--- src/rtl/cpu_pkg.sv ---
// Shared RV32I core definitions: decoder load/store codes and load/store unit types.
package cpu_pkg;

  localparam logic [2:0] LOAD_DISABLE = 3'd0;
  localparam logic [2:0] LOAD_LB      = 3'd1;
  localparam logic [2:0] LOAD_LH      = 3'd2;
  localparam logic [2:0] LOAD_LW      = 3'd3;
  localparam logic [2:0] LOAD_LBU     = 3'd4;
  localparam logic [2:0] LOAD_LHU     = 3'd5;

  localparam logic [1:0] STORE_DISABLE = 2'd0;
  localparam logic [1:0] STORE_SB      = 2'd1;
  localparam logic [1:0] STORE_SH      = 2'd2;
  localparam logic [1:0] STORE_SW      = 2'd3;

  typedef enum logic [1:0] {IDLE, REQ, WAIT, RESP} lsu_state_e;

  typedef enum logic [1:0] {SZ_NONE, SZ_B, SZ_H, SZ_W} lsu_size_e;

  // A non-zero load code takes precedence; unknown load codes behave as no-ops.
  function automatic lsu_size_e access_size(input logic [2:0] load, input logic [1:0] store);
    lsu_size_e sz;
    sz = SZ_NONE;
    if (load != LOAD_DISABLE) begin
      case (load)
        LOAD_LB, LOAD_LBU: sz = SZ_B;
        LOAD_LH, LOAD_LHU: sz = SZ_H;
        LOAD_LW:           sz = SZ_W;
        default:           sz = SZ_NONE;
      endcase
    end else begin
      case (store)
        STORE_SB: sz = SZ_B;
        STORE_SH: sz = SZ_H;
        STORE_SW: sz = SZ_W;
        default:  sz = SZ_NONE;
      endcase
    end
    return sz;
  endfunction

  function automatic logic is_misaligned(input lsu_size_e sz, input logic [1:0] offset);
    return ((sz == SZ_H) && offset[0]) || ((sz == SZ_W) && (offset != 2'b00));
  endfunction

endpackage

--- src/rtl/lsu_align.sv ---
// Combinational byte-lane steering for outgoing accesses and extract/extend of returned load words.
module lsu_align
  import cpu_pkg::*;
(
  input  logic [2:0]  req_load,
  input  logic [1:0]  req_store,
  input  logic [1:0]  req_offset,
  input  logic [31:0] req_wdata,
  output lsu_size_e   req_size,
  output logic        req_we,
  output logic [3:0]  req_be,
  output logic [31:0] req_lane_wdata,
  input  logic [2:0]  ext_load,
  input  logic [1:0]  ext_offset,
  input  logic [31:0] bus_rdata,
  output logic [31:0] ext_data
);

  logic [31:0] byte_word;
  logic [31:0] half_word;

  assign req_size = access_size(req_load, req_store);
  assign req_we   = (req_load == LOAD_DISABLE) && (req_size != SZ_NONE);

  // NOTE: every output of a combinational block gets a default first so no latch is inferred.
  always_comb begin
    req_be         = 4'b0000;
    req_lane_wdata = 32'h0;
    case (req_size)
      SZ_B: begin
        req_be         = 4'b0001 << req_offset;
        req_lane_wdata = {4{req_wdata[7:0]}};
      end
      SZ_H: begin
        req_be         = 4'b0011 << {req_offset[1], 1'b0};
        req_lane_wdata = {2{req_wdata[15:0]}};
      end
      SZ_W: begin
        req_be         = 4'b1111;
        req_lane_wdata = req_wdata;
      end
      default: ;
    endcase
  end

  assign byte_word = bus_rdata >> {ext_offset, 3'b000};
  assign half_word = bus_rdata >> {ext_offset[1], 4'b0000};

  always_comb begin
    ext_data = 32'h0;
    case (ext_load)
      LOAD_LB:  ext_data = {{24{byte_word[7]}}, byte_word[7:0]};
      LOAD_LH:  ext_data = {{16{half_word[15]}}, half_word[15:0]};
      LOAD_LW:  ext_data = bus_rdata;
      LOAD_LBU: ext_data = {24'h0, byte_word[7:0]};
      LOAD_LHU: ext_data = {16'h0, half_word[15:0]};
      default:  ext_data = 32'h0;
    endcase
  end

endmodule

--- src/rtl/load_store_unit.sv ---
// EX/MEM load/store unit driving a req/gnt/rvalid data bus with byte enables.
// Optional feature: define LSU_MISALIGN_TRAP_EN to answer misaligned H/W accesses with resp_err, no bus traffic.
module load_store_unit
  import cpu_pkg::*;
#(
  parameter int unsigned TIMEOUT_CYCLES = 255,
  parameter int unsigned TIMEOUT_W      = 8
) (
  input  logic        clk,
  input  logic        rst_n,
  input  logic        req_valid,
  output logic        req_ready,
  input  logic [2:0]  is_load,
  input  logic [1:0]  is_store,
  input  logic [31:0] addr,
  input  logic [31:0] wdata,
  output logic        resp_valid,
  output logic [31:0] resp_rdata,
  output logic        resp_err,
  output logic        dmem_req,
  output logic        dmem_we,
  output logic [3:0]  dmem_be,
  output logic [31:0] dmem_addr,
  output logic [31:0] dmem_wdata,
  input  logic        dmem_gnt,
  input  logic        dmem_rvalid,
  input  logic [31:0] dmem_rdata
);

  localparam logic [TIMEOUT_W-1:0] TIMEOUT_LAST = TIMEOUT_W'(TIMEOUT_CYCLES - 1);

  lsu_state_e           state_q, state_d;
  logic [2:0]           load_q;
  logic [1:0]           offset_q;
  logic [31:0]          rdata_q;
  logic                 err_q;
  logic [TIMEOUT_W-1:0] timeout_cnt;
  logic                 timeout_hit;
  logic                 trap;
  lsu_size_e            req_size;
  logic                 lane_we;
  logic [3:0]           lane_be;
  logic [31:0]          lane_wdata;
  logic [31:0]          ext_data;

  lsu_align u_align (
    .req_load       (is_load),
    .req_store      (is_store),
    .req_offset     (addr[1:0]),
    .req_wdata      (wdata),
    .req_size       (req_size),
    .req_we         (lane_we),
    .req_be         (lane_be),
    .req_lane_wdata (lane_wdata),
    .ext_load       (load_q),
    .ext_offset     (offset_q),
    .bus_rdata      (dmem_rdata),
    .ext_data       (ext_data)
  );

`ifdef LSU_MISALIGN_TRAP_EN
  assign trap = is_misaligned(req_size, addr[1:0]);
`else
  assign trap = 1'b0;
`endif

  // Abort on the last permitted WAIT cycle; a response arriving in that same cycle still wins.
  assign timeout_hit = (TIMEOUT_CYCLES != 0) && (timeout_cnt == TIMEOUT_LAST);

  always_comb begin
    state_d = state_q;
    case (state_q)
      IDLE: if (req_valid) state_d = ((req_size == SZ_NONE) || trap) ? RESP : REQ;
      REQ:  if (dmem_gnt) state_d = WAIT;
      WAIT: if (dmem_rvalid || timeout_hit) state_d = RESP;
      RESP: state_d = IDLE;
      default: state_d = IDLE;
    endcase
  end

  // NOTE: sequential state is written only with non-blocking assignments.
  always_ff @(posedge clk) begin
    if (!rst_n) begin
      state_q     <= IDLE;
      load_q      <= LOAD_DISABLE;
      offset_q    <= 2'b00;
      rdata_q     <= 32'h0;
      err_q       <= 1'b0;
      timeout_cnt <= '0;
      dmem_we     <= 1'b0;
      dmem_be     <= 4'b0000;
      dmem_addr   <= 32'h0;
      dmem_wdata  <= 32'h0;
    end else begin
      state_q <= state_d;
      case (state_q)
        IDLE: if (req_valid) begin
          load_q     <= is_load;
          offset_q   <= addr[1:0];
          dmem_addr  <= {addr[31:2], 2'b00};
          dmem_be    <= lane_be;
          dmem_we    <= lane_we;
          dmem_wdata <= lane_wdata;
          rdata_q    <= 32'h0;
          err_q      <= trap;
        end
        REQ: if (dmem_gnt) timeout_cnt <= '0;
        WAIT: begin
          timeout_cnt <= timeout_cnt + TIMEOUT_W'(1);
          if (dmem_rvalid) rdata_q <= ext_data;
          else if (timeout_hit) err_q <= 1'b1;
        end
        default: ;
      endcase
    end
  end

  assign req_ready  = (state_q == IDLE);
  assign dmem_req   = (state_q == REQ);
  assign resp_valid = (state_q == RESP);
  assign resp_err   = (state_q == RESP) && err_q;
  assign resp_rdata = rdata_q;

endmodule

--- config.mk ---
export PLATFORM = sky130hd
export DESIGN_NAME = load_store_unit
export DESIGN_NICKNAME = d
export VERILOG_FILES = /design/src/rtl/cpu_pkg.sv /design/src/rtl/lsu_align.sv /design/src/rtl/load_store_unit.sv
export SDC_FILE = /design/constraint.sdc
export NUM_CORES = 1
export LEC_CHECK = 0
export ABC_AREA = 0
export CORE_MARGIN = 3
export CORE_UTILIZATION = 45
export DETAILED_ROUTE_END_ITERATION = 8
export GPL_TIMING_DRIVEN = 0
export PLACE_DENSITY = 0.8
export SETUP_SLACK_MARGIN = 0.15
export SYNTH_ARGS = -nofsm -noshare
export SYNTH_HDL_FRONTEND = slang
export SYNTH_HIERARCHICAL = 1
export SYNTH_SLANG_ARGS = --single-unit
--- constraint.sdc ---
create_clock -name clk -period 2.3 [get_ports clk]
set_input_delay 0.23 -clock clk [delete_from_list [all_inputs] [get_ports clk]]
set_output_delay 0.23 -clock clk [all_outputs]
set_load 0.005 [all_outputs]
Word-level counts from Yosys, hierarchy flattened --
Index checks and enable logic that the tools add are counted. Widths: inputs -> output; s select.
Storage, ports and cells: output and inout bits 105, register bits after elaboration 115, input bits 106, logic and storage cells 78
Operators by class: reduce and logical (&&, ||, !) cells 17, add/sub/neg operators 1, mux-type cells 20, shift operators 4, equal/unequal tests 26
Operators by type and width (count):
- $pmux 32 s5 | 1
- $pmux 32 s3 | 1
- $mux 32 | 2
- $pmux 32 s2 | 1
- $shr 32x5->16 | 1
- $shr 32x5->8 | 1
- $pmux 8 s2 | 1
- $eq 2x2->1 const B | 6
- $eq 3x2->1 const B | 4
- $eq 3x3->1 const B | 4
- $pmux 2 s3 | 2
- $pmux 4 s3 | 1
- $mux 2 | 5
- $ne 2x2->1 const B | 5
- $add 8x1->8 const B | 1
- $eq 8x8->1 const B | 1
- $mux 8 | 1
- $pmux 2 s4 | 1
- $eq 2x1->1 const B | 3
- $eq 3x1->1 const B | 2
- $reduce_and 3->1 | 2
- $reduce_bool 2->1 | 3
- $logic_not 2->1 | 2
- $reduce_and 2->1 | 2
- 11 further kinds | 15

Depth between registers and ports, before layout --
Gate-level depths: netlist of the first run.
depth in word-level cells 8, mapped depth 10, mapped depth without buffers 7

Modules after synthesis --
The synthesis of the first run kept the hierarchy.
By module, submodules not included:
- load_store_unit | sequential area each 2302.2 um2, area an instance 4350.4 um2, cells each 535, times used 1
- lsu_align | sequential area each 0.0 um2, area an instance 1226.2 um2, cells each 188, times used 1

Worst setup path after synthesis of the first run --
No wires, ideal clock.
path kind input -> register, start point input port is_load[0], end point register state_q[1], cell stages on the path 10, arrival time 1772 ps, path slack 457 ps, buffers on the path 3, library setup time 72 ps, data required time 2228 ps, path through clkbuf_1 > inv_1 > a21oi_1 > o22ai_1 > buf_4 > buf_4 > or3b_2 > o21ai_0 > nand2_1 > mux2i_1
On the way: word-level cells in the longest chain between the ends 8, elaborated cells on any way between the ends 14, classes of those cells 5 x eq/ne; 5 x mux; 4 x reduce/logical
Ends and longest elaborated chain:
- from (decl) | line load_store_unit.sv:13 | input logic [2:0] is_load,
- $eq 3x2->1 (tied with other cells) | line cpu_pkg.sv:25 | case (load)
- $reduce_or 2->1 | line cpu_pkg.sv:25
- $pmux 2 s3 | line cpu_pkg.sv:25
- $mux 2 (*) | line cpu_pkg.sv:24 | if (load != LOAD_DISABLE) begin
- via req_size[1] | line load_store_unit.sv:40 | lsu_size_e req_size;
- $logic_not 2->1 (*) | line load_store_unit.sv:73 | IDLE: if (req_valid) state_d = ((req_size == SZ_NONE) || trap) ? RESP : REQ;
- $mux 2 (*) (2 in a row) | line load_store_unit.sv:73
- $pmux 2 s4 (*) | line load_store_unit.sv:72 | case (state_q)
- to (signal assigned) | line load_store_unit.sv:95 | state_q <= state_d;
- to (decl) | line load_store_unit.sv:32 | lsu_state_e state_q, state_d;
Mark *: on every way through the listed nets, which the timed path passes. The rest lies on a longest branch. The select of a mux whose other input is x is not followed. A chain may end at the register's enable or synchronous reset.

Final worst setup path of the first run --
start point register load_q[2], end point register rdata_q[2] (netlist: resp_rdata[2])
On the way: word-level cells in the longest chain between the ends 4, elaborated cells on any way between the ends 8, classes of those cells 5 x eq/ne; 3 x mux
Ends and longest elaborated chain:
- from (decl) | line load_store_unit.sv:33 | logic [2:0] load_q;
- from (signal assigned) | line load_store_unit.sv:98 | load_q <= is_load;
- $eq 3x3->1 (tied with other cells) | line lsu_align.sv:51 | case (ext_load)
- $pmux 32 s5 (*) | line lsu_align.sv:51
- via ext_data[2] | line load_store_unit.sv:44 | logic [31:0] ext_data;
- $mux 32 (*) | line load_store_unit.sv:110 | if (dmem_rvalid) rdata_q <= ext_data;
- $pmux 32 s2 (*) | line load_store_unit.sv:96 | case (state_q)
- to (signal assigned) | line load_store_unit.sv:110
- to (decl) | line load_store_unit.sv:35 | logic [31:0] rdata_q;
Marks and branches as above.

==> results summary, run 1 <==
For this run, the number of standard cells in the final layout without fillers is ~1100. The count of mapped cells out of synthesis is around 720. The proportion of synthesized chip area in sequential cells came out at just over 40%. For this run, the post-layout net count is between 1000 and 1500. Traced cell by cell, the critical path runs through inv_2, maj3_1, o32ai_2, a221o_1, nand4_1, a21oi_1. Using the TritonRoute via totals, the vias-per-cell ratio works out to between 5 and 6. The final count of pins violating max slew was 0. The register clock-pin slew on the reported worst setup and hold paths is approximately 50 ps. CTS placed an instance of clkbuf_16 at the clock tree root. The global-route total usage across every layer came out at 26.23%. STA classifies the critical path startpoint as a flop. The clock latency on the worst-skew pair came out at a little over 400 ps. The number of unique standard cell types used by synthesis is 54. The number of hold buffers added after CTS is 0. The worst slack at placement came out at -207.9 ps. The total placed instance area came out at 7863 µm². Counting I/O delays and the setup requirement, the final critical path takes 2107 ps. The total vias in the final route is around 6100. The HPWL after detailed placement came out at 13640 µm.

The largest individual stage delay along the critical path comes from the cell o32ai_2. The total congestion overflow after global routing came out at 0. The placed cell count is ~1100. At the end of routability-driven placement, the weighted congestion stood at between 0.8 and 0.9. The number of warnings reported in the yosys synthesis log is 6. The cell area power density came out at roughly 930 nW/µm².

In this run, the number of DRC markers left after iteration 0 of detailed routing was about 540. The maximum root-to-sink buffer count came out at 2. The number of global-route vias before repair is around 5900. The run finished with clean final reports. The pin count of the biggest net entering global routing is 17.

Counting flops with an async set or reset pin after synthesis yields a share of 0%. In this run the mean area of a mapped cell was just under 8 µm². The share of the cycle needed by the critical path after routing came out at about 90%.

The number of hold violations in the final report was 0. The count of buffers inserted at the top-level ports came out at 207. The most used flip-flop cell after synthesis is dfxtp_1.

Once the clock tree was built, the setup fixing pass inserted 0 buffers. 0 antenna diodes ended up in the layout. The biggest area consumer among synthesized cells is dfxtp_1. The combined buffer and inverter count along the critical path is 1. The min-delay analysis places its worst path in the category primary input to flop. The number of antenna violations at the first check in global routing is 0. The clock skew is 6.508 ps.

Yosys mapped a number of flops with a built-in enable equal to 0. The worst setup path is captured at a flop. The largest voltage drop on the vdd net is 0.0005397 V. The number of storage elements in the synthesis netlist came out at ~120. The area of all placed cells without fillers came out at 8528 µm². The number of detailed-route iterations in the first pass is 5. The total wirelength of the detailed-routed design came out at 18490 µm.

The transition time at the pin with the least slew margin is approximately 740 ps. The peak fanout along the critical path is 7. The worst setup path is of the flop to flop kind. Setup violations remaining at the end of the flow were counted as 0. The row count came out at 40. The horizontal die dimension came out at 117.3 µm. The die footprint came out at 13760 µm². The most frequent standard cell in the layout excluding fill and tap cells is clkdlybuf4s50_1.

The overall die height came out at about 120 µm. TritonCTS built the clock tree. The total standard cell area after synthesis came out at around 5600 µm². The depth of the CTS H-tree is 4.

The fraction of final layout cells sized beyond drive strength 1 is 7.692%. The share of the synthesized area in the top cell type is 41.28%. The top cell family by delay on the critical path is compound AO/OA/AOI/OAI gates.

The headroom to the max-slew limit is between 50% and 60%. Once the floorplan was initialized, standard cells occupied between 40% and 50% of the core. Counting the buffers created by CTS gives 17.

The number of I/O pins is 211. The library cells used most frequently in the layout, excluding fill and tap cells, are 207 x clkdlybuf4s50_1, 191 x nand2_1, 117 x a21oi_1, 115 x dfxtp_1, 50 x nor2_1. By area the synthesized netlist is led by dfxtp_1 41%, nand2_1 13%, a21oi_1 11%. The analysis attributes to cell leakage a power of 3.137 nW. The sum of negative setup slack is 0 ps. The number of max-capacitance violations reported came out at 0.

The core outline area is approximately 12000 µm². The remaining antenna violation count came out at 0. Dividing the detail-routed wire length by the instance count gives roughly 16 µm.

At the worst endpoint, the arrival time is 2440 ps. The worst path setup slack after routing is 193.0 ps. The number of clock sinks came out at approximately 120. The relative area change from synthesis to final layout is 52.93%.

The achievable clock frequency is around 0.47 GHz. The final routed DRC violation total is 0. The wire length of the first global-routing pass is between 20000 and 30000 µm. The largest stage delay on the critical path came out at approximately 580 ps.

Setup repair after global routing could not meet its margin everywhere. The data required time at the worst endpoint came out at 2640 ps.
==> kinds of logic after synthesis <==
family / Yosys count / share of synthesized area (%)
mux: 19 / 3.635
flops: 115 / 41.28
xor+xnor: 4 / 0.6283
compound gates: 190 / 21.74
fa+ha+maj: 8 / 1.750
buf+inv: 73 / 6.350
simple gates: 313 / 24.55
other cells: 1 / 0.06725
==> cells in the mapped netlist, drive strengths merged (2+ instances only) <==
master	instances
o31ai	2
or3	4
nand2	191
a22oi	8
and2	14
o21bai	5
ha	7
nor4	2
o2bb2ai	9
xnor2	2
inv	14
a21oi	117
o22ai	3
clkbuf	28
o21ai	11
nand2b	4
mux2i	18
nand4	36
nor2b	2
nand3	7
buf	31
nor2	50
dfxtp	115
a221o	8
o211ai	3
a22o	16
xor2	2
==> final timing paths <==
path                  startpoint        endpoint  slack (ps)  cells after the start
setup reg to reg       load_q[2]   resp_rdata[2]         190                      6
setup / recovery       load_q[2]   resp_rdata[2]         190                      6
hold / removal       dmem_rvalid  resp_rdata[25]         260                      3
hold reg to reg   resp_rdata[19]  resp_rdata[19]         450                      2
==> worst register-to-register path: cells and delay by family, from the launching register on <==
| kind | cells | cell delay [ps] |
|---|---|---|
| adder cells (fa/ha/maj) | 1 | 370 |
| flip-flops | 1 | 400 |
| AND/OR/NAND/NOR | 1 | 120 |
| AO/OA/AOI/OAI | 3 | 1050 |
| buffers and inverters | 1 | 100 |
==> flip-flops by register name, indices dropped and copies added (netlist names) <==
register and cells:
timeout_cnt 8, resp_rdata 32, dmem_wdata 32, dmem_addr 30, offset_q 2, dmem_be 4, dmem_we 1, load_q 3
state_q 2, err_q 1
==> what timing repair did <==
| action | CTS | global route |
|---|---|---|
| setup endpoints to repair | 0 | 23 |
| gates resized for setup | 0 | 6 |
| hold endpoints to repair | 0 | 0 |
==> area by class of cell <==
cell class	count	area [µm²]
Fill cell	1003	3533
Inverter	14	52.55
Tap cell	168	210.2
Clock buffer	22	474.2
Buffer	59	304.0
Sequential cell	115	2302
Multi-Input combinational cell	536	2937
Timing Repair Buffer	207	2072
Clock inverter	9	176.4
==> per-stage QoR <==
| stage | power (mW) | hold slack, ps | utilization (%) |
|---|---|---|---|
| after global placement | 5.030 | 438.2 | 65.19 |
| after global routing | 8.362 | 285.4 | 70.71 |
| after detailed placement | 5.044 | 443.2 | 65.19 |
| after CTS | 7.977 | 240.9 | 70.58 |
| final | 7.972 | 255.0 | 70.71 |
| after floorplan | 3.947 | 359.0 | - |
==> report_power, final <==
group          switching [mW]  internal (mW)
Combinational            1.49           1.18
Sequential              0.146           2.24
Clock                   0.917           2.00
Total                    2.55           5.42
==> routing by layer <==
metal	global-route usage (%)	part of all wire, %	wire (µm)
met1	31.51	41	7555
met2	42.81	46	8552
met3	9.643	10	1873
met4	10.26	2.8	513
met5	0	0	0
(Power assumes the default switching activity.)
==> inputs of run 2 (changes only) <==
CTS_BUF_LIST = sky130_fd_sc_hd__clkbuf_8   (was not set)
==> run 2 against run 1 <==
Non-clock buffer count stayed put. Hold slack got worse by 36 ps. Sequential power barely moved. Register-to-register slack barely moved.
==> results summary, run 2 (synthesized netlist as in run 1, its figures left out) <==
The run finished with clean final reports. The total vias in the final route was 6014 (-1.1%). The relative area change from synthesis to final layout is 49.43%.

The data arrival time of the critical path came to 2490 ps (+50 ps). The library cells used most frequently in the layout, excluding fill and tap cells, are 207 x clkdlybuf4s50_1, 191 x nand2_1, 117 x a21oi_1, 115 x dfxtp_1, 50 x nor2_1. The net count reported at finish came to 1063 (unchanged). The share of power burned in the clock network is 30.3% (-6.3 points). The final routed DRC violation total was 0 (unchanged). The clock latency on the worst-skew pair was 440 ps (+30 ps).

The headroom to the max-slew limit is 49.67% (-1.1 points). The relative contribution of sequential cells to total power came out at 32.9% (+3.0 points). The number of buffers inserted by post-CTS setup repair was 0 (unchanged). The worst path setup slack after routing is 184.4 ps (-8.601 ps).

The design internal power was 4.779 mW (-12%). The end-of-flow core utilization is 69.09% (-1.6 points). The fraction of power spent switching nets is 34.00% (+2.0 points). The pin count of the biggest net entering global routing came out at 17 (unchanged).

The critical path is of the flop to flop type. The leakage power total is 3.058 nW (-2.5%). The detailed router used layers up to and including met4. The number of I/O pins came out at 211 (unchanged).

The worst hold slack is 219.3 ps (-35.67 ps). The largest voltage drop on the vdd net is 0.0005304 V (-1.7%). The data required time at the worst endpoint came out at 2670 ps (+30 ps). The total of endpoints with negative setup slack in the final report is 0 (unchanged).

The total wirelength of the detailed-routed design is 18330 µm (-0.87%). The combined buffer and inverter count along the critical path came out at 1 (unchanged). The power dissipated by switching net loads is 2.462 mW (-3.4%). The die footprint is 13760 µm² (unchanged). The share of the cycle needed by the critical path after routing is 91.98% (+0.37 points). The clock period minus worst slack is 2116 ps (+8.601 ps). The number of hold buffers added after CTS came to 0 (unchanged).

The met2 wirelength from detailed routing is 8397 µm (-1.8%). The overall die height is 117.3 µm (unchanged). The kind of start point of the critical path is a flop. The worst setup path is captured at a flop. The clock skew came to 9.285 ps (+2.777 ps).

The count of inserted antenna diode cells was 0 (unchanged). The min-delay analysis places its worst path in the category primary input to flop. The number of clock sinks came out at 115 (unchanged).

The total placed instance area is 7863 µm² (unchanged). The number of hold violations in the final report is 0 (unchanged). The wire length of the first global-routing pass is 29010 µm (-0.89%). The mean number of vias per cell is 5.322 (-1.1%). The total congestion overflow after global routing was 0 (unchanged).

The row count came out at 40 (unchanged). The initial core utilization came out at 46.23% (unchanged). The number of detailed-route iterations in the first pass came out at 5 (unchanged). The global-route total usage across every layer came out at 26.07% (-0.16 points). The number of global-route vias before repair came to 5778 (-2.0%). Setup repair after global routing could not meet its margin everywhere. The filler-free cell count of the finished design came out at 1130 (unchanged). The placed cell count is 1099 (unchanged). The maximum root-to-sink buffer count is 2 (unchanged).

The power after layout was 7.241 mW (-9.2%). The depth of the CTS H-tree is 4 (unchanged). The transition time at the pin with the least slew margin came out at 755.0 ps (+16.94 ps). The routed length on met1 is 7607 µm (+0.69%). The area of all placed cells without fillers is 8333 µm² (-2.3%). The horizontal die dimension came out at 117.3 µm (unchanged). The cell area power density is 868.9 nW/µm² (-7.0%). The tree is rooted in a clkbuf_8. The number of antenna violations at the first check in global routing came out at 0 (unchanged). The number of max-capacitance violations reported is 0 (unchanged).

The achievable clock frequency is 0.4727 GHz (-0.41%). The cell with the biggest individual delay on the critical path is o32ai_2. Leaving out fill and tap cells, the most frequent cell in the layout is clkdlybuf4s50_1.

Traced cell by cell, the critical path runs through inv_2, maj3_1, o32ai_2, a221o_1, nand4_1, a21oi_1. The remaining antenna violation count came to 0 (unchanged). The detailed-routed wire length on met3 came out at 1826 µm (-2.5%). The number of buffers added by the clock tree synthesis step is 17 (unchanged).

The worst slack at placement came out at -207.9 ps (unchanged). The global placement routability congestion is 0.8919 (unchanged). In this design, the largest share of critical-path delay is due to compound AO/OA/AOI/OAI gates. The peak fanout along the critical path is 7 (unchanged). The proportion of power drawn by combinational gates was 36.8% (+3.3 points). The core outline area came out at 12060 µm² (unchanged). The average wire length per cell after detail routing is 16.22 µm (-0.87%). The largest stage delay on the critical path is 590 ps (about the same). The fraction of final layout cells sized beyond drive strength 1 was 7.588% (-0.10 points). The count of buffers inserted at the top-level ports is 207 (unchanged). The initial detailed-routing violation count is 501 (-7.9%). The HPWL after detailed placement is 13640 µm (unchanged).

TritonCTS built the clock tree. The register clock-pin slew on the reported worst setup and hold paths came out at 70 ps (+20 ps). The final count of pins violating max slew is 0 (unchanged). The sum of negative setup slack came out at 0 ps (unchanged).
## run 2: cell count changes in the layout (fill, tap and decap cells not counted), sizes merged
cell / before / now
clkbuf: 50 / 48
inv: 14 / 16
## run 2: cell type report
cell class | count | area [µm²]
inverters | 14 | 52.55
clock inverters | 11 | 183.9
flip-flops and latches | 115 | 2302
clock buffers | 20 | 275.3
repair buffers | 207 | 2072
plain buffers | 59 | 304.0
well taps | 168 | 210.2
fillers | 1041 | 3729
multi-input cells | 536 | 2933
## run 2: power groups by stage
stage / sequential, mW / combinational, mW / clock, mW
global placement: 2.41 / 2.62 / 0
CTS: 2.38 / 2.65 / 2.22
global route: 2.41 / 2.90 / 2.31
floorplan: 2.42 / 1.52 / 0
detailed placement: 2.42 / 2.63 / 0
finish: 2.38 / 2.66 / 2.20
## run 2: worst min-delay path, stage by stage
cell	delay [ps]
clkbuf_1	180
nand4_1	150
a21oi_1	60
## run 2: path summary, 6_finish.rpt
check | from | endpoint | slack [ps] | cells past startpoint
setup / recovery | load_q[2] | resp_rdata[2] | 180 | 6
hold / removal | dmem_rvalid | resp_rdata[25] | 220 | 3
setup reg to reg | load_q[2] | resp_rdata[2] | 180 | 6
hold reg to reg | resp_rdata[10] | resp_rdata[10] | 450 | 2
## run 2: timing repair
| action | 4_1_cts | 5_1_grt |
|---|---|---|
| hold endpoints to repair | 0 | 0 |
| endpoints found under the setup margin | 0 | 22 |
| resized for setup | 0 | 5 |
## run 2: routing by layer
layer	vias to the layer above	track usage [%]
met2	279	42.05
met3	41	9.981
met5	-	0
li1	2954	-
met1	2740	31.48
met4	0	10.19
==> inputs of run 3 (changes only) <==
CORE_UTILIZATION = 46   (was 45)
PLACE_DENSITY = 0.81   (was 0.8)
==> run 3 against run 2 <==
Routed wire length up 0.82%. Sequential share of layout area up 0.31 points. Flip-flop and latch count unchanged. Clock skew up 4.5 ps. Register-to-register slack better by 70 ps. Cell area down 1.1%. Non-clock buffer count unchanged. Fmax up 3.6%. Die area down 2.1%. Critical path type unchanged. Largest cell class unchanged.
==> results summary, run 3 (synthesized netlist as in run 1, its figures left out) <==
The flow ran to the end, and the final reports show no timing, DRC or antenna violations. The sum of negative setup slack came out at 0 ps (unchanged). The achievable clock frequency is 0.4897 GHz (+3.6%). The headroom to the max-slew limit is 48.59% (-1.1 points). The clock root buffer is clkbuf_8.

Walking the worst path, the cells encountered are buf_6, mux4_2, o211ai_2, buf_6, nor2_1, nand4_1, a21oi_1. The total vias in the final route is 6045 (+0.52%). The total congestion overflow after global routing came to 0 (unchanged).

The total of endpoints with negative setup slack in the final report is 0 (unchanged). The cell with the biggest individual delay on the critical path is mux4_2. Setup repair after global routing left no endpoint under its margin. The power after layout came out at 6.983 mW (-3.6%). The global placement routability congestion was 0.9162 (+2.7%). The relative area change from synthesis to final layout is 47.83%. The HPWL after detailed placement came out at 14070 µm (+3.2%). The count of inserted antenna diode cells was 0 (unchanged).

The global-route total usage across every layer came to 27.25% (+1.2 points). The pin count of the biggest net entering global routing came out at 17 (unchanged). The number of clock sinks was 115 (unchanged).

STA classifies the critical path startpoint as a flop. The fraction of final layout cells sized beyond drive strength 1 is 7.900% (+0.31 points). The average wire length per cell after detail routing came out at 16.73 µm (+3.1%). The power dissipated by switching net loads came out at 2.503 mW (+1.7%). The fraction of power spent switching nets came out at 35.84% (+1.8 points). The critical path class is flop to flop. The transition time at the pin with the least slew margin came out at 771.1 ps (+16.14 ps).

The remaining antenna violation count is 0 (unchanged). The number of buffers inserted by post-CTS setup repair was 0 (unchanged). The clock period minus worst slack came out at 2042 ps (-73.70 ps). The core outline area came out at 11610 µm² (-3.7%). The row count came out at 39 (-2.5%). The horizontal die dimension came out at 116.1 µm (-1.0%).

The design internal power is 4.480 mW (-6.2%). The wire length of the first global-routing pass came out at 28710 µm (-1.0%). The number of hold buffers added after CTS came out at 0 (unchanged). The number of global-route vias before repair came out at 5751 (-0.47%).

The net count reported at finish was 1063 (unchanged). The share of the cycle needed by the critical path after routing came out at 88.78% (-3.2 points). The most frequent standard cell in the layout excluding fill and tap cells is clkdlybuf4s50_1. TritonCTS built the clock tree. The filler cell count came out at 995 (-4.4%). The data required time at the worst endpoint is 2620 ps (-50 ps). The number of max-capacitance violations reported is 0 (unchanged). The largest voltage drop on the vdd net came out at 0.0004787 V (-9.7%). The relative contribution of sequential cells to total power came out at 34.1% (+1.2 points). The share of power burned in the clock network is 27.6% (-2.7 points). The worst hold slack came out at 192.9 ps (-26.49 ps). The number of antenna violations at the first check in global routing is 0 (unchanged). The number of hold violations in the final report came out at 0 (unchanged).

The number of buffers added by the clock tree synthesis step is 17 (unchanged). The final count of pins violating max slew came out at 0 (unchanged). The count of buffers inserted at the top-level ports was 207 (unchanged). The number of I/O pins is 211 (unchanged). The clock latency on the worst-skew pair is 450 ps (about the same). The worst slack at placement came to -246.5 ps (-38.61 ps). The overall die height came to 116.1 µm (-1.0%). The cell area power density is 847.1 nW/µm² (-2.5%). The cell that appears most often on the critical path is buf_6. The number of detailed-route iterations in the first pass is 5 (unchanged). The largest stage delay on the critical path is 580 ps (about the same). The data arrival time of the critical path is 2360 ps (-130 ps). The total placed instance area is 7831 µm² (-0.40%).

The maximum root-to-sink buffer count is 2 (unchanged). STA classifies the critical path endpoint as a flop. The mean number of vias per cell is 5.471 (+2.8%). The clock skew is 13.78 ps (+4.491 ps). The proportion of power drawn by combinational gates is 38.3% (+1.5 points). The area of all placed cells without fillers is 8244 µm² (-1.1%). The peak fanout along the critical path came to 10 (+3). In the layout the commonest cells are 207 x clkdlybuf4s50_1, 191 x nand2_1, 117 x a21oi_1, 114 x dfxtp_1, 50 x nor2_1. The final routed DRC violation total is 0 (unchanged). The worst path setup slack after routing came out at 258.1 ps (+73.70 ps).

The initial detailed-routing violation count is 494 (-1.4%). In this run the worst hold path is classified as primary input to flop. The depth of the CTS H-tree came out at 4 (unchanged). The post-cts resize count is 0 (unchanged). The initial core utilization came out at 48.02% (+1.8 points). The die footprint came out at 13480 µm² (-2.1%). The register clock-pin slew on the reported worst setup and hold paths came to 80 ps (about the same). The leakage power total is 3.019 nW (-1.3%). The total wirelength of the detailed-routed design is 18490 µm (+0.82%).
-- run 3: area by class of cell --
class,instances,area [µm²],area share [%]
clock inverters,14,163.9,1.988
flip-flops and latches,115,2303,27.94
multi-input cells,536,2935,35.60
inverters,14,52.55,0.6374
well taps,143,178.9,2.170
repair buffers,207,2072,25.13
plain buffers,59,304.0,3.688
clock buffers,17,234.0,2.838
-- run 3: metrics by stage --
step,utilization [%],instances
2_1_floorplan,-,724
3_3_place_gp,67.43,1074
3_5_place_dp,67.43,1074
4_1_cts,70.86,1105
5_1_grt,70.99,1105
6_report,70.99,1105
-- run 3: worst paths after layout --
path            startpoint        endpoint  slack (ps)  cells after the start
max            offset_q[1]  resp_rdata[30]         260                      7
max reg2reg    offset_q[1]  resp_rdata[30]         260                      7
min reg2reg  resp_rdata[5]   resp_rdata[5]         450                      2
min            dmem_rvalid  resp_rdata[26]         190                      3
-- run 3: per-layer routing --
layer	global-route usage (%)	share of wire [%]	vias up
met1	32.68	40	2779
met5	0	0	-
li1	-	-	2943
met4	10.52	1.9	0
met2	44.88	48	291
met3	9.741	10	32
-- run 3: worst max-delay path: cells and delay by family (launching register included) --
kind,cells,cell delay [ps]
AOI/OAI and AO/OA,2,460
and+or+nand+nor,2,140
muxes,1,580
DFF,1,360
buffers and inverters,2,360
-- run 3: power groups by stage --
| stage | sequential, mW | clock, mW | combinational (mW) |
|---|---|---|---|
| 3_3_place_gp | 2.41 | 0 | 2.62 |
| 5_1_grt | 2.41 | 2.05 | 2.93 |
| 4_1_cts | 2.38 | 1.96 | 2.66 |
| 6_report | 2.38 | 1.93 | 2.67 |
| 3_5_place_dp | 2.42 | 0 | 2.65 |
| 2_1_floorplan | 2.42 | 0 | 1.52 |
==> edit 1: new RTL, config.mk and constraints of run 2 <==
Put a register stage on the output `resp_err`, cleared by the reset. The value now appears one clock later. The other outputs are not delayed to match.
--- a/src/rtl/load_store_unit.sv
+++ b/src/rtl/load_store_unit.sv
@@ -119,5 +119,11 @@
   assign dmem_req   = (state_q == REQ);
   assign resp_valid = (state_q == RESP);
-  assign resp_err   = (state_q == RESP) && err_q;
+  always_ff @(posedge clk) begin
+    if (!rst_n) begin
+      resp_err <= '0;
+    end else begin
+      resp_err <= (state_q == RESP) && err_q;
+    end
+  end
   assign resp_rdata = rdata_q;
 
Formal check against the unedited RTL: no difference found for any inputs over 4 cycles, from zero or initial values and one cycle with rst_n low; that may be too few to reach the edited logic, so the function may still have changed.
==> edit 1 against run 2 <==
  * Wire length is 4.8% higher
  * Sequential cell count is 1 higher
  * Via count is 0.28% higher
  * Cell area is 1.6% higher
  * Power is 9.3% lower
  * Critical endpoint is now state_q[1]
  * Area after synthesis is 4.5% higher
  * Synthesized cell count stayed put
  * Worst setup slack better by 0.096 ns
==> edit 1: results <==
[place]
gp_congestion = 0.9129
place_hpwl_mm = 14.57
port_buffers = 206

[finish]
inv_count = 12
drive_above_1_share = 0.07396
multi_input_gates = 534
fill_cells = 1089
nClkBuffers = 21
diodes = 0
multi_input_area_mm2 = 0.003166
final-seq-area_mm2 = 0.002322
finalNetCount = 1062
buffer_area_frac = 0.2796
clkCellAreaFrac = 0.04184
buffers = 268

[setup_path]
endpoint = state_q[1]
startpoint = is_load[2]
cp_max_fo = 10
critical-path-top-delay-family = buffers and inverters
cpMaxStageDelayCell = clkdlybuf4s50_1
ff2ff_setup_slack_ns = 0.31
critPathMaxStageDelay_ns = 0.49
reg2reg_from = offset_q[1]
reg2reg_depth = 7
r2r-end = resp_rdata[27]

[clock_network]
clock_latency_ns = 0.43

[global_routing]
gr-usage-met1 = 0.3250
grt_util_met2 = 0.4156
grt_pass1_vias = 5726
groute.usage.overall = 0.2669
grt_start_max_net_pins = 17
met3_usage = 0.1230

[routing]
wl_per_cell_um = 17.03
drt-met1-wl_mm = 8.069
initialDrtViolationCount = 591
wl_met3_mm = 2.191
dr_total_vias = 6031
dr_wl_met2_mm = 8.466

[run_status]
status = complete, no violations

[power_and_ir_drop]
swShare = 0.3478
leakagePower_nw = 3.160
peakVddDrop_mv = 0.4910

[logic_synthesis]
yosys-top-cells-count = nand2_1, dfxtp_1, a21boi_1, nor2_1, a21boi_0
synth.area.mux_share = 0.03305
synth_adder_area_share = 0.01674
synthDistinctLibCells = 56
seq_area_frac_synth = 0.3984
ys_top_cells_by_area = dfxtp_1, nand2_1, a21boi_1
synth_compound_area_frac = 0.2453
synth_seq_cells = 116
synthXorXnorAreaFrac = 0.01202

[sta]
skew_ns = 0.008937
max_slew_margin = 0.4537

[hold_path]
hp-class = in -> reg
-- edit 1: cell count changes in the layout (fill, tap and decap cells not counted), sizes merged, moves of 2 or more --
cell           run 2  this run
bufinv             5         1
buf               31        28
a21boi             0       104
nand3              7         4
or3                4         1
xor2               2         6
o31ai              2         0
o311a              0         2
a21oi            117         8
and3               0         2
nor2              50        54
nand4             36        38
clkbuf            48        55
-- edit 1: per-stage QoR --
step	instance area (um^2)	cells	worst slack [ns]	utilization	hold WS (ns)
detailed placement	8105	1098	-0.1287	0.6583	0.4443
global route	8463	1128	0.1615	0.6874	0.1869
finish	8463	1128	0.2807	0.6874	0.1862
floorplan	5833	724	0.5434	-	0.3648
global placement	8105	1098	-0.1062	0.6583	0.4374
CTS	8459	1128	0.2946	0.6871	0.1602
-- edit 1: what timing repair did --
action                                  CTS  global route
endpoints found under the setup margin    0             1
gates resized for setup                   0             1
hold buffers                              0             0
-- edit 1: kinds of logic after synthesis --
kind of cell	after synthesis
multiplexers	18
AND/OR/NAND/NOR	314
XOR/XNOR	8
buffers and inverters	74
flip-flops	116
other	1
AO/OA/AOI/OAI	184
adder cells (fa/ha/maj)	8
-- edit 1: worst reg2reg max path: stages (launching register included) --
cell and delay (ns):
dfxtp_1 0.37, buf_6 0.15, mux4_2 0.58, o211ai_2 0.38
buf_6 0.20, nor2_1 0.06, nand4_1 0.08, a21boi_1 0.08
-- edit 1: power groups by stage --
stage | Sequential [mW] | Combinational, mW | Clock [mW]
global placement | 2.43 | 2.41 | 0
finish | 2.40 | 2.45 | 1.72
CTS | 2.40 | 2.44 | 1.75
global route | 2.43 | 2.68 | 1.85
detailed placement | 2.44 | 2.42 | 0
floorplan | 2.44 | 1.34 | 0
==> edit 2: new RTL, config.mk and constraints of run 2 <==
Made on the original files. Build with the macro `LSU_MISALIGN_TRAP_EN` defined.
--- a/src/rtl/load_store_unit.sv
+++ b/src/rtl/load_store_unit.sv
@@ -1,4 +1,6 @@
 // EX/MEM load/store unit driving a req/gnt/rvalid data bus with byte enables.
 // Optional feature: define LSU_MISALIGN_TRAP_EN to answer misaligned H/W accesses with resp_err, no bus traffic.
+`define LSU_MISALIGN_TRAP_EN
+
 module load_store_unit
   import cpu_pkg::*;
Behaviour: not the same (a bounded check fails within 4 cycles, from zero or initial values and one cycle with rst_n low).
==> edit 2 against run 2 <==
  * Power decreased by 8.5%
  * Utilization decreased by 0.93 points
  * Worst setup slack improved by 0.076 ns
  * Area after synthesis increased by 0.43%
  * Cell area decreased by 0.93%
  * Critical path depth increased by 3
  * Wire length decreased by 0.48%
  * Fmax increased by 3.7%
  * Sequential cell count unchanged
==> edit 2: results <==
[routing]
drt-met1-wl_mm = 7.434
dr_total_vias = 6017
viasPerCell = 5.301
initialDrtViolationCount = 600
first_pass_iters = 6
wl_met3_mm = 1.894
wl_mm = 18.25

[global_routing]
grt_first_pass_wirelength_mm = 29.44
met3_usage = 0.09322
grt_pass1_vias = 5860
grt_util_met2 = 0.4476
groute.usage.overall = 0.2610

[setup_path]
cp_max_fo = 11
ff2ff_setup_slack_ns = 0.29
startpoint = is_load[2]
cpMaxStageDelayCell = clkdlybuf4s50_1
r2r-end = resp_rdata[0]
endpoint = state_q[1]
critPathMaxStageDelay_ns = 0.51

[place]
gp_congestion = 0.9306
dp.cells = 1103
dp_slack_ns = -0.1195
place_area_mm2 = 0.007886
place_hpwl_mm = 13.65

[power_and_ir_drop]
peakVddDrop_mv = 0.5384
internal-power_mw = 4.168

[logic_synthesis]
ys_top_cells_by_area = dfxtp_1, nand2_1, a21oi_1
yosys-top-cells-count = nand2_1, a21oi_1, dfxtp_1
seq_area_frac_synth = 0.4111
synthDistinctLibCells = 56
syn_avg_cell_area_um2 = 7.703

[finish]
buffers = 267
nClkBuffers = 18
fill_cells = 1046
multi_input_area_mm2 = 0.002943
drive_above_1_share = 0.08273
area_growth_pct = 47.41
clkCellAreaFrac = 0.04441
multi_input_area_share = 0.3565
inv_count = 15

[sta]
max_slew_margin = 0.5314
fmax_mhz = 490.3
hold_slack_ns = 0.1704
skew_ns = 0.01604

[hold_path]
min_to = resp_rdata[19]

[run_status]
status = complete, no violations
edit 2: cell count changes in the layout (fill, tap and decap cells not counted), moves of 2 or more:
cell / delta
clkinv_2: -2
buf_4: +3
clkinvlp_4: +4
inv_1: -3
buf_1: -2
clkbuf_8: -2
o211ai_4: -2
inv_2: +2
buf_6: -2
bufinv_16: -5
inv_6: +6
edit 2: logic make-up after synthesis:
logic type	share of synthesized area
DFF	0.4111
adders and majority gates	0.01743
buffers and inverters	0.06412
and+or+nand+nor	0.2484
muxes	0.03619
AOI/OAI and AO/OA	0.2158
xor gates and xnor gates	0.006257
other	0.0006696
edit 2: power by group through the flow:
stage | sequential (mW) | combinational, mW | clock (mW)
2_1_floorplan | 2.43 | 1.40 | 0
3_3_place_gp | 2.42 | 2.43 | 0
3_5_place_dp | 2.43 | 2.46 | 0
4_1_cts | 2.39 | 2.48 | 1.77
5_1_grt | 2.42 | 2.73 | 1.85
6_report | 2.39 | 2.48 | 1.75
